--- src/rtl/stream_burst_source_if.sv ---
// Command and output stream signals of the burst source.
// The master view belongs to the source; the slave view belongs to whatever drives commands and sinks beats.
interface stream_burst_source_if #(
    parameter int DATA_WIDTH = 32,
    parameter int LEN_WIDTH  = 8
);
    logic                  cmd_valid;
    logic                  cmd_ready;
    logic [DATA_WIDTH-1:0] cmd_base;
    logic [DATA_WIDTH-1:0] cmd_step;
    logic [LEN_WIDTH-1:0]  cmd_len;
    logic                  out_valid;
    logic                  out_ready;
    logic [DATA_WIDTH-1:0] out_data;
    logic                  out_last;

    modport master (
        input  cmd_valid, cmd_base, cmd_step, cmd_len, out_ready,
        output cmd_ready, out_valid, out_data, out_last
    );

    modport slave (
        output cmd_valid, cmd_base, cmd_step, cmd_len, out_ready,
        input  cmd_ready, out_valid, out_data, out_last
    );
endinterface

--- src/rtl/stream_burst_source.sv ---
// Valid/ready burst source: takes one {base, step, len} command at a time and streams base, base+step, ...
// A new command can be taken on the cycle the final beat is accepted, so bursts run back to back.
module stream_burst_source #(
    parameter int DATA_WIDTH = 32,
    parameter int LEN_WIDTH  = 8
) (
    input  logic                   clk,
    input  logic                   rst,
    stream_burst_source_if.master  bus,
    output logic                   busy,
    output logic                   done
);

    typedef enum logic [1:0] {
        IDLE  = 2'd0,
        SEND  = 2'd1,
        FLUSH = 2'd2
    } state_t;

    state_t                state;
    state_t                state_next;
    logic                  out_valid_q;
    logic                  out_valid_d;
    logic [DATA_WIDTH-1:0] out_data_q;
    logic [DATA_WIDTH-1:0] out_data_d;
    logic                  out_last_q;
    logic                  out_last_d;
    logic [LEN_WIDTH-1:0]  remaining_q;
    logic [LEN_WIDTH-1:0]  remaining_d;
    logic [DATA_WIDTH-1:0] step_q;
    logic [DATA_WIDTH-1:0] step_d;
    logic                  done_q;
    logic                  done_d;

    logic                  cmd_ready;
    logic                  cmd_fire;
    logic                  beat_fire;
    logic                  cmd_empty;

    // cmd_ready deliberately ignores cmd_valid so the command side never sees a combinational loop.
    assign beat_fire = out_valid_q && bus.out_ready;
    assign cmd_ready = (state == IDLE) || ((state == SEND) && beat_fire && out_last_q);
    assign cmd_fire  = bus.cmd_valid && cmd_ready;
    assign cmd_empty = (bus.cmd_len == '0);

    always_comb begin
        state_next  = state;
        out_valid_d = out_valid_q;
        out_data_d  = out_data_q;
        out_last_d  = out_last_q;
        remaining_d = remaining_q;
        step_d      = step_q;
        done_d      = 1'b0;

        case (state)
            IDLE: begin
                if (cmd_fire) begin
                    if (cmd_empty) begin
                        state_next  = FLUSH;
                        out_valid_d = 1'b0;
                        out_last_d  = 1'b0;
                        remaining_d = '0;
                    end else begin
                        state_next  = SEND;
                        out_valid_d = 1'b1;
                        out_data_d  = bus.cmd_base;
                        out_last_d  = (bus.cmd_len == LEN_WIDTH'(1));
                        remaining_d = bus.cmd_len;
                        step_d      = bus.cmd_step;
                    end
                end
            end

            SEND: begin
                if (beat_fire) begin
                    if (out_last_q) begin
                        done_d = 1'b1;
                        // Final beat accepted: either chain straight into the next command or go idle.
                        if (cmd_fire && !cmd_empty) begin
                            state_next  = SEND;
                            out_valid_d = 1'b1;
                            out_data_d  = bus.cmd_base;
                            out_last_d  = (bus.cmd_len == LEN_WIDTH'(1));
                            remaining_d = bus.cmd_len;
                            step_d      = bus.cmd_step;
                        end else if (cmd_fire) begin
                            state_next  = FLUSH;
                            out_valid_d = 1'b0;
                            out_last_d  = 1'b0;
                            remaining_d = '0;
                        end else begin
                            state_next  = IDLE;
                            out_valid_d = 1'b0;
                            out_last_d  = 1'b0;
                            remaining_d = '0;
                        end
                    end else begin
                        out_data_d  = out_data_q + step_q;
                        remaining_d = remaining_q - LEN_WIDTH'(1);
                        out_last_d  = (remaining_q == LEN_WIDTH'(2));
                    end
                end
            end

            FLUSH: begin
                state_next = IDLE;
                done_d     = 1'b1;
            end

            default: begin
                state_next  = IDLE;
                out_valid_d = 1'b0;
                out_last_d  = 1'b0;
                remaining_d = '0;
            end
        endcase
    end

    always_ff @(posedge clk) begin
        if (rst) begin
            state       <= IDLE;
            out_valid_q <= 1'b0;
            out_data_q  <= '0;
            out_last_q  <= 1'b0;
            remaining_q <= '0;
            step_q      <= '0;
            done_q      <= 1'b0;
        end else begin
            state       <= state_next;
            out_valid_q <= out_valid_d;
            out_data_q  <= out_data_d;
            out_last_q  <= out_last_d;
            remaining_q <= remaining_d;
            step_q      <= step_d;
            done_q      <= done_d;
        end
    end

    assign bus.cmd_ready = cmd_ready;
    assign bus.out_valid = out_valid_q;
    assign bus.out_data  = out_data_q;
    assign bus.out_last  = out_last_q;
    assign busy          = (state != IDLE);
    assign done          = done_q;

endmodule
--- src/flat_wrapper.sv ---
// flat-port wrapper written by rule: the top's interface ports become plain ports
module stream_burst_source_flat 
#(
    parameter int DATA_WIDTH = 32,
    parameter int LEN_WIDTH  = 8
)
  (clk, rst, busy, done, bus_cmd_valid, bus_cmd_base, bus_cmd_step, bus_cmd_len, bus_out_ready, bus_cmd_ready, bus_out_valid, bus_out_data, bus_out_last);
  stream_burst_source_if #(.DATA_WIDTH(DATA_WIDTH), .LEN_WIDTH(LEN_WIDTH)) bus_i ();
  input  logic clk;
  input  logic rst;
  output logic busy;
  output logic done;
  input wire logic [$bits(bus_i.cmd_valid)-1:0] bus_cmd_valid;
  input wire logic [$bits(bus_i.cmd_base)-1:0] bus_cmd_base;
  input wire logic [$bits(bus_i.cmd_step)-1:0] bus_cmd_step;
  input wire logic [$bits(bus_i.cmd_len)-1:0] bus_cmd_len;
  input wire logic [$bits(bus_i.out_ready)-1:0] bus_out_ready;
  output wire logic [$bits(bus_i.cmd_ready)-1:0] bus_cmd_ready;
  output wire logic [$bits(bus_i.out_valid)-1:0] bus_out_valid;
  output wire logic [$bits(bus_i.out_data)-1:0] bus_out_data;
  output wire logic [$bits(bus_i.out_last)-1:0] bus_out_last;
  assign bus_i.cmd_valid = bus_cmd_valid;
  assign bus_i.cmd_base = bus_cmd_base;
  assign bus_i.cmd_step = bus_cmd_step;
  assign bus_i.cmd_len = bus_cmd_len;
  assign bus_i.out_ready = bus_out_ready;
  assign bus_cmd_ready = bus_i.cmd_ready;
  assign bus_out_valid = bus_i.out_valid;
  assign bus_out_data = bus_i.out_data;
  assign bus_out_last = bus_i.out_last;
  stream_burst_source #(.DATA_WIDTH(DATA_WIDTH), .LEN_WIDTH(LEN_WIDTH)) u_core (.clk(clk), .rst(rst), .bus(bus_i), .busy(busy), .done(done));
endmodule
--- config.mk ---
export PLATFORM = sky130hd
export DESIGN_NAME = stream_burst_source_flat
export DESIGN_NICKNAME = d
export VERILOG_FILES = /design/src/rtl/stream_burst_source_if.sv /design/src/rtl/stream_burst_source.sv /design/src/flat_wrapper.sv
export SDC_FILE = /design/constraint.sdc
export NUM_CORES = 1
export LEC_CHECK = 0
export CAP_MARGIN = 20
export CORE_UTILIZATION = 60
export CTS_CLUSTER_DIAMETER = 60
export DETAILED_ROUTE_END_ITERATION = 16
export DONT_BUFFER_PORTS = 1
export PLACE_DENSITY = 0.76
export SLEW_MARGIN = 20
export SYNTH_ARGS = -nofsm -noshare
export SYNTH_HDL_FRONTEND = slang
export SYNTH_SLANG_ARGS = --single-unit
--- constraint.sdc ---
create_clock -name clk -period 7.6 [get_ports clk]
set_clock_uncertainty 0.15 [all_clocks]
set_input_delay 1.14 -clock clk [delete_from_list [all_inputs] [get_ports clk]]
set_output_delay 1.14 -clock clk [all_outputs]
set_load 0.01 [all_outputs]
==> summary.txt <==
Outcome
  – Status: finished, final reports clean

STA
  – Fin crit period: 3.618 ns
  – Sum of negative setup slack: 0 ns
  – FMAX: 276.4 MHz
  – Hold Vio Cnt, Final: 0
  – Final Max Tran Viols: 0
  – Tcrit/Tclk final: 0.4761
  – Worst setup margin: 3.982 ns
  – Smallest hold slack: around 0.31 ns
  – RSZ-0062 raised after global routing: false
  – Final setup vio count: 0
  – Worst slew pin tran: 1.105 ns
  – Worst slew margin: 0.2635

Global route
  – Initial antenna violation count: 0
  – Number of global-route vias before repair: 4452
  – GRT overflow: 0
  – Global-route wire length before repair: about 21000 um
  – Largest net degree at the start of global routing: 74
  – Overall Global Routing Usage: 0.2957

Pwr
  – Pwr Density: 219.5 nW/um^2
  – Comb pwr share: 0.245
  – Leakage: 2.159 nW
  – PnR Total Power: ~1.2 mW
  – Internal power: about 0.8 mW
  – Clock network fraction of total power: 0.332
  – Switching power: 0.3724 mW
  – Fraction of power spent switching nets: 0.3213
  – Peak supply drop: between 0.1 and 0.15 mV
  – Sequential power share: 0.423

Clocking
  – Post-CTS sizing: 0
  – H-tree levels: 3
  – Hold-fix buffers, CTS: 0
  – CTS Sinks: 77
  – Skew-Pair Late Insertion Delay: between 0.3 and 0.4 ns
  – CTS Buf Count: 9
  – CTS tree: done
  – Clk root buf: clkbuf_8
  – Reg clk slew, reported paths: 0.08 ns
  – Setup bufs post-CTS: 0
  – Clock buffer depth: 2

Routing
  – Routed vias: 4680
  – Post-route ant nets: 0
  – Post-route DRC violation count: 0
  – Initial drt markers: 227
  – Routed WL: 12590 um
  – WL/cell: 16.78 um
  – DRT Pass-1 Iters: 5
  – Via/cell ratio: about 6.2

Synth
  – Warnings from Yosys: 0
  – Commonest register cell after synthesis: dfxtp_1
  – Synth top area cells: dfxtp_1 31%, ha_1 8.9%, nand2_1 8.9%
  – Asr flop ratio synth: 0
  – Register area share after synthesis: 0.3061
  – Synth Cell Area: just over 5000 sq um
  – Count of different cell masters after synthesis: 67
  – Post-synth EDFFs: 0
  – Syn nets: ~770
  – Largest area contributor in the netlist: dfxtp_1
  – Syn avg cell area: 7.654 sq um
  – Share of Yosys cell area claimed by the top area cell type: 0.3061
  – Post-Synthesis Cells: 658
  – Number of synthesized register bits: 77

Setup path
  – Critical path type: input pin to flop
  – RR Startpoint: u_core.bus.out_data[0]
  – Worst reg2reg setup slack: 4.26 ns
  – Crit. End Element: flop
  – Reg-to-Reg End: u_core.bus.out_data[30]
  – Startpoint Class: input pin
  – WP data required: around 7.7 ns
  – Worst R2R Path Depth: 12
  – Worst-path fanout max: 25
  – Crit path DAT: 3.73 ns

Die
  – Die area: just under 9000 sq um
  – I/O Pins: around 110
  – Die width: 93.62 um
  – Initial Utilization: 0.6160
  – Core area: 8175 sq um
  – Die height: 93.62 um
  – FP Rows: 33

Finish
  – Finished Layout Cells: 750
  – Layout area overhead: 4.845%
  – Filler Cells Inserted: 724
  – Layout cells sized above 1: 0.07287
  – Nets: 754
  – N_diodes: 0

Hold path
  – Min-delay src: u_core.step_q[20]
  – Worst Hold Class: flop to flop
  – Worst Hold End: u_core.step_q[20]
  – Hold depth: 2

Flow run
  – Max-Cap Viols: 0

Placement
  – GP Congestion: 0.8857
  – Port Buffers: 0
  – DPL Wire Length: 8903 um
  – Placed cells: 735
  – Post-Place Worst Slack: 3.618 ns
==> power by group through the flow <==
stage	Combinational, mW	Clock (mW)	Sequential [mW]
after floorplan	0.243	0	0.487
after global placement	0.270	0	0.497
after detailed placement	0.280	0	0.499
after CTS	0.282	0.390	0.490
after global routing	0.321	0.405	0.496
final	0.284	0.385	0.490
==> metal layers <==
layer  routed length [um]  part of all wire  global-route usage  up-vias
li1                     -                 -                   -     2328
met1                 5480              0.44              0.3702     2163
met2                 5864              0.47              0.4951      169
met3                 1037             0.082             0.07317       20
met4                  205             0.016             0.09744        0
met5                    0                 0                   0        -
==> stage by stage <==
step,cell area [sq um],utilization
floorplan,5036,-
global placement,5027,0.6149
detailed placement,5027,0.6149
CTS,5274,0.6451
global route,5280,0.6459
finish,5280,0.6459
==> kinds of logic (layout without fill, tap and decap cells) <==
family	count (synthesis)	after routing	synth area share
AND/OR/NAND/NOR	266	266	0.2368
AO/OA/AOI/OAI	204	204	0.2716
flip-flops	77	77	0.3061
buffers and inverters	51	38	0.05193
adder cells (fa/ha/maj)	37	37	0.09342
XOR/XNOR	22	22	0.03826
multiplexers	1	1	0.001988
==> cell usage after synthesis (5+ instances only) <==
master and n:
nand2_1 119, a21oi_1 80, dfxtp_1 77, nor2_1 66, ha_1 36, o21ai_0 23
nor3_1 22, a211oi_1 21, clkbuf_1 20, inv_1 19, a21o_1 14, xnor2_1 13
a311oi_1 10, xor2_1 9, nand3_1 8, a22oi_1 7, nand4_1 7, o21ai_1 7
and3_1 6, nor2b_1 6, clkbuf_8 5, nand2b_1 5, or3_1 5
==> layout make-up <==
class | count | area (sq um) | share of cell area
clock buffer | 11 | 151.4 | 0.02867
clock inverter | 4 | 95.09 | 0.01801
inverter | 19 | 71.32 | 0.01351
multi-input combinational | 530 | 3259 | 0.6173
sequential | 77 | 1541 | 0.2919
tap | 105 | 131.4 | 0.02488
timing repair buffer | 4 | 30.03 | 0.005687
==> cell usage in the layout (no fill, tap or decap), types with 6 or more instances in the layout <==
| master | count |
|---|---|
| nand2_1 | 119 |
| a21oi_1 | 79 |
| dfxtp_1 | 77 |
| nor2_1 | 66 |
| ha_1 | 36 |
| o21ai_0 | 23 |
| nor3_1 | 22 |
| a211oi_1 | 21 |
| inv_1 | 19 |
| a21o_1 | 13 |
| xnor2_1 | 13 |
| clkbuf_8 | 11 |
| a311oi_1 | 10 |
| xor2_1 | 9 |
| nand3_1 | 8 |
| nand4_1 | 7 |
| a22oi_1 | 7 |
| o21ai_1 | 6 |
| and3_1 | 6 |
==> how the worst max path moves through the flow <==
| stage | start | endpoint | slack [ns] | cells after the start |
|---|---|---|---|---|
| 2_1_floorplan | u_core.bus.out_data[0] | u_core.bus.out_data[30] | 4.64 | 12 |
| 3_3_place_gp | bus_cmd_len[2] | u_core.bus.out_data[30] | 3.78 | 10 |
| 3_5_place_dp | bus_cmd_len[2] | u_core.bus.out_data[30] | 3.62 | 10 |
| 4_1_cts | bus_cmd_len[2] | u_core.bus.out_data[30] | 3.97 | 10 |
| 5_1_grt | bus_cmd_len[2] | u_core.bus.out_data[30] | 3.73 | 10 |
| 6_report | bus_cmd_len[2] | u_core.bus.out_data[30] | 3.98 | 10 |
==> critical path: stages <==
cell	delay, ns
nor4_1	0.29
nand2_1	0.11
or2_2	0.32
nand2_2	0.16
o21ai_0	0.10
nand4_1	0.17
o21a_1	0.90
or3_1	0.22
o21ai_0	0.08
a311oi_1	0.24
==> registers in the layout, indices dropped and copies added, names as in the netlist <==
name	cells
u_core.bus.out_data	32
u_core.step_q	32
u_core.remaining_q	8
u_core.state	2
u_core.bus.out_last	1
u_core.bus.out_valid	1
u_core.done	1
No activity file was read; power rests on OpenSTA's default activity.
